`src/rtl/core_ctrl_pkg.sv`:
```
// Shared definitions for the multi-cycle RV32I control path: sequencer
// states, base opcodes and the encodings of every datapath select driven
// by the controller. The immediate generator and ALU decoder import the
// same package so all three agree on the encodings.
package core_ctrl_pkg;

  typedef enum logic [3:0] {
    ST_FETCH,
    ST_DECODE,
    ST_MEM_ADR,
    ST_MEM_RD,
    ST_MEM_WB,
    ST_MEM_WR,
    ST_EXEC_R,
    ST_EXEC_I,
    ST_LUI,
    ST_AUIPC,
    ST_ALU_WB,
    ST_BRANCH,
    ST_JAL,
    ST_JALR_ADR,
    ST_JALR_JMP,
    ST_TRAP
  } state_t;

  localparam logic [6:0] OP_LOAD   = 7'd3;
  localparam logic [6:0] OP_IMM    = 7'd19;
  localparam logic [6:0] OP_AUIPC  = 7'd23;
  localparam logic [6:0] OP_STORE  = 7'd35;
  localparam logic [6:0] OP_REG    = 7'd51;
  localparam logic [6:0] OP_LUI    = 7'd55;
  localparam logic [6:0] OP_BRANCH = 7'd99;
  localparam logic [6:0] OP_JALR   = 7'd103;
  localparam logic [6:0] OP_JAL    = 7'd111;

  localparam logic [2:0] IMM_I    = 3'd0;
  localparam logic [2:0] IMM_S    = 3'd1;
  localparam logic [2:0] IMM_B    = 3'd2;
  localparam logic [2:0] IMM_U    = 3'd3;
  localparam logic [2:0] IMM_J    = 3'd4;
  localparam logic [2:0] IMM_NONE = 3'd7;

  localparam logic [1:0] SRC_A_PC     = 2'd0;
  localparam logic [1:0] SRC_A_OLD_PC = 2'd1;
  localparam logic [1:0] SRC_A_RS1    = 2'd2;
  localparam logic [1:0] SRC_A_ZERO   = 2'd3;

  localparam logic [1:0] SRC_B_RS2  = 2'd0;
  localparam logic [1:0] SRC_B_IMM  = 2'd1;
  localparam logic [1:0] SRC_B_FOUR = 2'd2;

  localparam logic [1:0] ALU_ADD   = 2'd0;
  localparam logic [1:0] ALU_SUB   = 2'd1;
  localparam logic [1:0] ALU_FUNCT = 2'd2;

  localparam logic [1:0] RES_ALU_OUT = 2'd0;
  localparam logic [1:0] RES_MEM     = 2'd1;
  localparam logic [1:0] RES_ALU     = 2'd2;

  // Immediate format implied by the base opcode.
  function automatic logic [2:0] imm_type_of(input logic [6:0] op);
    case (op)
      OP_LOAD, OP_IMM, OP_JALR: return IMM_I;
      OP_STORE:                 return IMM_S;
      OP_BRANCH:                return IMM_B;
      OP_AUIPC, OP_LUI:         return IMM_U;
      OP_JAL:                   return IMM_J;
      default:                  return IMM_NONE;
    endcase
  endfunction

endpackage

```
`src/rtl/instr_counter.sv`:
```
// Retired-instruction counter: increments by one on each clock where inc
// is high, wrapping modulo 2^WIDTH; asynchronous active-high clear.
// Ports: clk, reset, inc (count enable), count (current value).
module instr_counter #(
  parameter int unsigned WIDTH = 32
) (
  input  logic             clk,
  input  logic             reset,
  input  logic             inc,
  output logic [WIDTH-1:0] count
);

  always_ff @(posedge clk or posedge reset) begin
    if (reset) begin
      count <= '0;
    end else if (inc) begin
      count <= count + WIDTH'(1);
    end
  end

endmodule

```
`src/rtl/multicycle_control_fsm.sv`:
```
// Main sequencer of the multi-cycle RV32I core. Steps each instruction
// through fetch/decode/execute/memory/writeback and drives all datapath
// enables and mux selects, the immediate-format select, the memory
// handshake, a sticky illegal-opcode flag and a retired-instruction count.
// Ports:
//   clk, reset (async, active-high)
//   opcode, funct3, branch_taken, mem_ready            - inputs
//   pc_write, adr_src, mem_read, mem_write, ir_write,
//   reg_write, alu_src_a, alu_src_b, alu_op, result_src - datapath controls
//   imm_type                                            - immediate format
//   illegal_instr, instr_retired, instret               - status
module multicycle_control_fsm
  import core_ctrl_pkg::*;
#(
  parameter int unsigned INSTRET_W = 32
) (
  input  logic                 clk,
  input  logic                 reset,
  input  logic [6:0]           opcode,
  input  logic [2:0]           funct3,
  input  logic                 branch_taken,
  input  logic                 mem_ready,
  output logic                 pc_write,
  output logic                 adr_src,
  output logic                 mem_read,
  output logic                 mem_write,
  output logic                 ir_write,
  output logic                 reg_write,
  output logic [1:0]           alu_src_a,
  output logic [1:0]           alu_src_b,
  output logic [1:0]           alu_op,
  output logic [1:0]           result_src,
  output logic [2:0]           imm_type,
  output logic                 illegal_instr,
  output logic                 instr_retired,
  output logic [INSTRET_W-1:0] instret
);

  state_t state, state_next;

  // funct3 is consumed by the ALU decoder; sequencing depends on opcode only.
  logic unused_funct3;
  assign unused_funct3 = ^funct3;

  always_ff @(posedge clk or posedge reset) begin
    if (reset) begin
      state         <= ST_FETCH;
      illegal_instr <= 1'b0;
    end else begin
      state <= state_next;
      if (state == ST_TRAP) begin
        illegal_instr <= 1'b1;
      end
    end
  end

  // Outputs are forced inactive while reset is asserted, so the controls
  // are quiet even when reset lands in the middle of a memory access.
  always_comb begin
    state_next    = state;
    pc_write      = 1'b0;
    adr_src       = 1'b0;
    mem_read      = 1'b0;
    mem_write     = 1'b0;
    ir_write      = 1'b0;
    reg_write     = 1'b0;
    alu_src_a     = SRC_A_PC;
    alu_src_b     = SRC_B_RS2;
    alu_op        = ALU_ADD;
    result_src    = RES_ALU_OUT;
    instr_retired = 1'b0;
    imm_type      = reset ? IMM_NONE : imm_type_of(opcode);

    if (!reset) begin
      case (state)
        ST_FETCH: begin
          mem_read   = 1'b1;
          alu_src_a  = SRC_A_PC;
          alu_src_b  = SRC_B_FOUR;
          result_src = RES_ALU;
          if (mem_ready) begin
            ir_write   = 1'b1;
            pc_write   = 1'b1;
            state_next = ST_DECODE;
          end
        end
        ST_DECODE: begin
          alu_src_a = SRC_A_OLD_PC;
          alu_src_b = SRC_B_IMM;
          case (opcode)
            OP_LOAD, OP_STORE: state_next = ST_MEM_ADR;
            OP_REG:            state_next = ST_EXEC_R;
            OP_IMM:            state_next = ST_EXEC_I;
            OP_LUI:            state_next = ST_LUI;
            OP_AUIPC:          state_next = ST_AUIPC;
            OP_BRANCH:         state_next = ST_BRANCH;
            OP_JAL:            state_next = ST_JAL;
            OP_JALR:           state_next = ST_JALR_ADR;
            default:           state_next = ST_TRAP;
          endcase
        end
        ST_MEM_ADR: begin
          alu_src_a  = SRC_A_RS1;
          alu_src_b  = SRC_B_IMM;
          state_next = (opcode == OP_LOAD) ? ST_MEM_RD : ST_MEM_WR;
        end
        ST_MEM_RD: begin
          mem_read = 1'b1;
          adr_src  = 1'b1;
          if (mem_ready) begin
            state_next = ST_MEM_WB;
          end
        end
        ST_MEM_WB: begin
          reg_write     = 1'b1;
          result_src    = RES_MEM;
          instr_retired = 1'b1;
          state_next    = ST_FETCH;
        end
        ST_MEM_WR: begin
          mem_write = 1'b1;
          adr_src   = 1'b1;
          if (mem_ready) begin
            instr_retired = 1'b1;
            state_next    = ST_FETCH;
          end
        end
        ST_EXEC_R: begin
          alu_src_a  = SRC_A_RS1;
          alu_src_b  = SRC_B_RS2;
          alu_op     = ALU_FUNCT;
          state_next = ST_ALU_WB;
        end
        ST_EXEC_I: begin
          alu_src_a  = SRC_A_RS1;
          alu_src_b  = SRC_B_IMM;
          alu_op     = ALU_FUNCT;
          state_next = ST_ALU_WB;
        end
        ST_LUI: begin
          alu_src_a  = SRC_A_ZERO;
          alu_src_b  = SRC_B_IMM;
          state_next = ST_ALU_WB;
        end
        ST_AUIPC: begin
          alu_src_a  = SRC_A_OLD_PC;
          alu_src_b  = SRC_B_IMM;
          state_next = ST_ALU_WB;
        end
        ST_ALU_WB: begin
          reg_write     = 1'b1;
          result_src    = RES_ALU_OUT;
          instr_retired = 1'b1;
          state_next    = ST_FETCH;
        end
        ST_BRANCH: begin
          alu_src_a     = SRC_A_RS1;
          alu_src_b     = SRC_B_RS2;
          alu_op        = ALU_SUB;
          result_src    = RES_ALU_OUT;
          pc_write      = branch_taken;
          instr_retired = 1'b1;
          state_next    = ST_FETCH;
        end
        // JAL/JALR_JMP: ALUOut holds the target computed one state earlier
        // while the ALU forms the link address OldPC+4 for ALU_WB.
        ST_JAL, ST_JALR_JMP: begin
          pc_write   = 1'b1;
          result_src = RES_ALU_OUT;
          alu_src_a  = SRC_A_OLD_PC;
          alu_src_b  = SRC_B_FOUR;
          state_next = ST_ALU_WB;
        end
        ST_JALR_ADR: begin
          alu_src_a  = SRC_A_RS1;
          alu_src_b  = SRC_B_IMM;
          state_next = ST_JALR_JMP;
        end
        ST_TRAP: begin
          state_next = ST_TRAP;
        end
      endcase
    end
  end

  instr_counter #(
    .WIDTH(INSTRET_W)
  ) u_instr_counter (
    .clk   (clk),
    .reset (reset),
    .inc   (instr_retired),
    .count (instret)
  );

endmodule

```
`config.mk`:
```
export PLATFORM = sky130hd
export DESIGN_NAME = multicycle_control_fsm
export DESIGN_NICKNAME = d
export VERILOG_FILES = /design/src/rtl/core_ctrl_pkg.sv /design/src/rtl/instr_counter.sv /design/src/rtl/multicycle_control_fsm.sv
export SDC_FILE = /design/constraint.sdc
export NUM_CORES = 1
export LEC_CHECK = 0
export ABC_AREA = 1
export CORE_ASPECT_RATIO = 2
export CORE_UTILIZATION = 49
export DETAILED_ROUTE_END_ITERATION = 8
export PLACE_DENSITY = 0.81
export SLEW_MARGIN = 20
export SYNTH_ARGS = -nofsm -noshare
export SYNTH_HDL_FRONTEND = slang
export SYNTH_HIERARCHICAL = 1
export SYNTH_SLANG_ARGS = --single-unit
```
`constraint.sdc`:
```
create_clock -name clk -period 2.4 [get_ports clk]
set_clock_uncertainty 0.1 [all_clocks]
set_input_delay 0.24 -clock clk [delete_from_list [all_inputs] [get_ports clk]]
set_output_delay 0.24 -clock clk [all_outputs]
set_load 0.01 [all_outputs]
```
==> results by group <==
STA
  • Total count of hold-check failures in the final report: 0
  • Pin slew with the least headroom to its limit: between 0.4 and 0.5 ns
  • Final slew viol count: 0
  • Crit path setup slack, layout: 0.0718 ns
  • Max-Slew Margin vs Limit: 71.7%
  • Worst hold margin: 0.328 ns
  • Number of endpoints failing setup at the final stage: 0
  • Share of the cycle needed by the critical path after routing: 97.0%
  • Minimum clock period after layout: between 2 and 2.5 ns
  • Highest Clock Rate: 430 MHz

Setup path
  • Chain of cells forming the critical path: nor2_2 -> buf_4 -> inv_1 -> nor2_4 -> a21oi_1 -> a21oi_1 -> clkdlybuf4s50_1
  • Critical path startpoint category: register
  • CP max stage delay: 0.54 ns
  • Capture point of the worst reg-to-reg path: u_instr_counter/count[26]$_DFFE_PP0P_
  • Worst R2R Setup Slack: 0.21 ns
  • Most frequent cell on the critical path: a21oi_1
  • Standard cell with the maximum stage delay on the critical path: clkdlybuf4s50_1
  • Worst setup path category: reg2out
  • Setup crit end kind: output port
  • Data arrival time of the worst path: roughly 2.0 ns
  • Required time of the critical path: 2.06 ns
  • Largest driver fanout on the critical path: 6
  • Reg-to-reg critical path startpoint: state[3]$_DFFE_PP0P_
  • Worst Reg2Reg Path Length in Cells: 11

Clocking
  • Count of clock tree sinks: 37
  • Clk Tree Root Cell: clkbuf_8
  • Depth of the CTS H-tree: 2
  • Hold buffer count at CTS: 0
  • Clock tree from TritonCTS: yes
  • Cts bufs inserted: 5
  • Clk pin slew, worst setup/hold paths: ~0.07 ns
  • Maximum count of clock buffers along a single path: 2
  • Worst skew pair latency: roughly 0.29 ns

Place
  • Post-DP HPWL: ~4900 um
  • Pre-CTS setup slack: approximately 0.063 ns
  • Global placement routability congestion: slightly below 0.9
  • IO buf count: 61

Cells and area
  • Number of antenna cells inserted: 0
  • Sequential cell area: 930 um2
  • Proportion of layout cells with a drive suffix above 1: 15.4%
  • Number of nets in the layout: 435
  • Most common cell after layout, fill and taps aside: nand2_1
  • Area overhead of the layout relative to synthesis: 35.1%
  • Area used by multi-input combinational logic: 0.00139 mm2
  • Highest-count cells in the layout ignoring fill and taps: nand2_1, clkdlybuf4s50_1, inv_1
  • Filler Cells Inserted: 398

Run status
  • Outcome: completed

Floorplan
  • X dimension of the die: 52.5 um
  • Core area: 0.00491 mm2
  • Top-Level Pins: 65
  • Number of cell rows: 36
  • Die height: 103 um
  • Initial cell density of the core: 50.9%
  • Die Outline Area: 0.00541 mm2

Route
  • Via/cell ratio: 5.13
  • Detail-routed net length per standard cell: 13.3 um
  • Number of nets with antenna violations after routing: 0
  • First DRT Iteration DRCs: 67
  • Via count: 2451
  • Initial DRT Pass Iterations: 4
  • Detailed-route DRC error count: 0
  • Wirelength, routed: approximately 6400 um

Global routing
  • Maximum number of pins on one net before global-route repair: 33
  • Gr usage total: 25.3%
  • Global-route congestion overflow total: 0
  • Number of antenna violations at the first check in global routing: 0
  • First-pass GRT wire length: approximately 10000 um
  • Met1 global-route usage: 24.7%
  • GR met2 Demand/Resource: around half
  • Vias in the first global route: 2271
  • Busiest layer in global routing: met2
  • Met3 GRT Util: 2.80%

Synthesis
  • Gate count after technology mapping: 343
  • Sequential area share after synthesis: 37.0%
  • Post-synthesis average cell area: 7.29 um2
  • Number of library cell types mapped by synthesis: 36
  • Total number of yosys warnings: 6
  • Post-Syn Area: 0.00250 mm2
  • Number of synthesized register bits: 37
  • Syn_nets: 358

Power
  • Pwr/cell area: just over 700 mW/mm2
  • Max rail drop VDD: 0.582 mV
  • Leak Pwr: between 1.5 and 2 nW

Worst hold path
  • Kind of path behind the tightest hold check: in2async

Flow run
  • Max-capacitance violation count: 0
per-stage QoR:
step / utilization, % / instances / cell area [um2] / TNS, ns / total power (W)
finish: 68.8 / 478 / 3380 / 0 / 0.00239
detailed placement: 65.4 / 465 / 3210 / 0 / 0.00185
CTS: 67.2 / 473 / 3300 / 0 / 0.00227
global placement: 65.4 / 465 / 3210 / 0 / 0.00183
global route: 68.8 / 478 / 3380 / -0.0168 / 0.00254
floorplan: - / 343 / 2500 / 0 / 0.00146
registers in the layout, summed over array words and instances (netlist names):
register	count
u_instr_counter/count	32
state	4
illegal_instr	1
per-layer routing:
metal	vias up	routed length, um
met3	13	241
met2	73	3710
met4	0	128
met5	-	0
li1	1232	-
met1	1133	2300
cell type report:
cell class              count  share of cell area, %
clock buffers               5                   2.04
clock inverters             3                  0.518
inverters                  49                   5.52
multi-input cells         253                   41.1
flip-flops and latches     37                   27.5
well taps                  57                   2.11
repair buffers             74                   21.3
worst max-delay path: cells and delay by family, from the launching register on:
family,cells,cell delay [ns]
AOI/OAI and AO/OA,2,0.18
buffers and inverters,3,0.75
DFF,1,0.45
and+or+nand+nor,2,0.32
cell usage after synthesis, drive strengths merged:
library cell	number	area [um2]
o2111ai	1	8.76
clkbuf	1	3.75
a211o	1	8.76
nand4	11	68.8
o22ai	2	12.5
mux2	1	11.3
and2	1	6.26
ha	1	12.5
nand2	109	447
or2	1	6.26
dfrtp	37	926
a21oi	13	72.6
a31oi	3	18.8
nor2	54	299
buf	3	30.0
o21a	1	7.51
inv	49	186
nor3	5	35.0
nor4	2	12.5
xor2	13	114
o21ai	3	18.8
nand3b	2	15.0
nand3	21	110
xnor2	8	70.1
logic make-up (layout without fill, tap and decap cells):
| group | count (synthesis) | in the layout | share of synthesized area [%] |
|---|---|---|---|
| flops | 37 | 37 | 37.0 |
| xor+xnor | 21 | 21 | 7.35 |
| mux | 1 | 1 | 0.450 |
| simple gates | 206 | 206 | 40.0 |
| fa+ha+maj | 1 | 1 | 0.500 |
| buf+inv | 53 | 131 | 8.80 |
| compound gates | 24 | 24 | 5.90 |
worst max path at each step:
stage	start	slack, ns	endpoint	cells after the start
after CTS	state[3]$_DFFE_PP0P_	0.01	instr_retired	5
after floorplan	state[1]$_DFFE_PP0P_	0.07	u_instr_counter/count[21]$_DFFE_PP0P_	11
final	state[1]$_DFFE_PP0P_	0.07	alu_src_a[0]	7
after detailed placement	opcode[6]	0.06	imm_type[0]	9
after global placement	opcode[6]	0.09	imm_type[1]	9
after global routing	state[3]$_DFFE_PP0P_	-0.009	pc_write	9
where the power goes:
part           leakage, nW  total, W  internal (W)  switching (W)
logic                 1.07   0.00113      0.000534       0.000596
clock network       0.0439  0.000421      0.000200       0.000221
registers            0.486  0.000835      0.000712       0.000123
what timing repair did:
item,4_1_cts,5_1_grt
setup endpoints to repair,3,8
pin swaps,0,1
buffers inserted,0,5
gates resized for setup,3,11
Note: power is estimated with default switching activity, not from simulation.
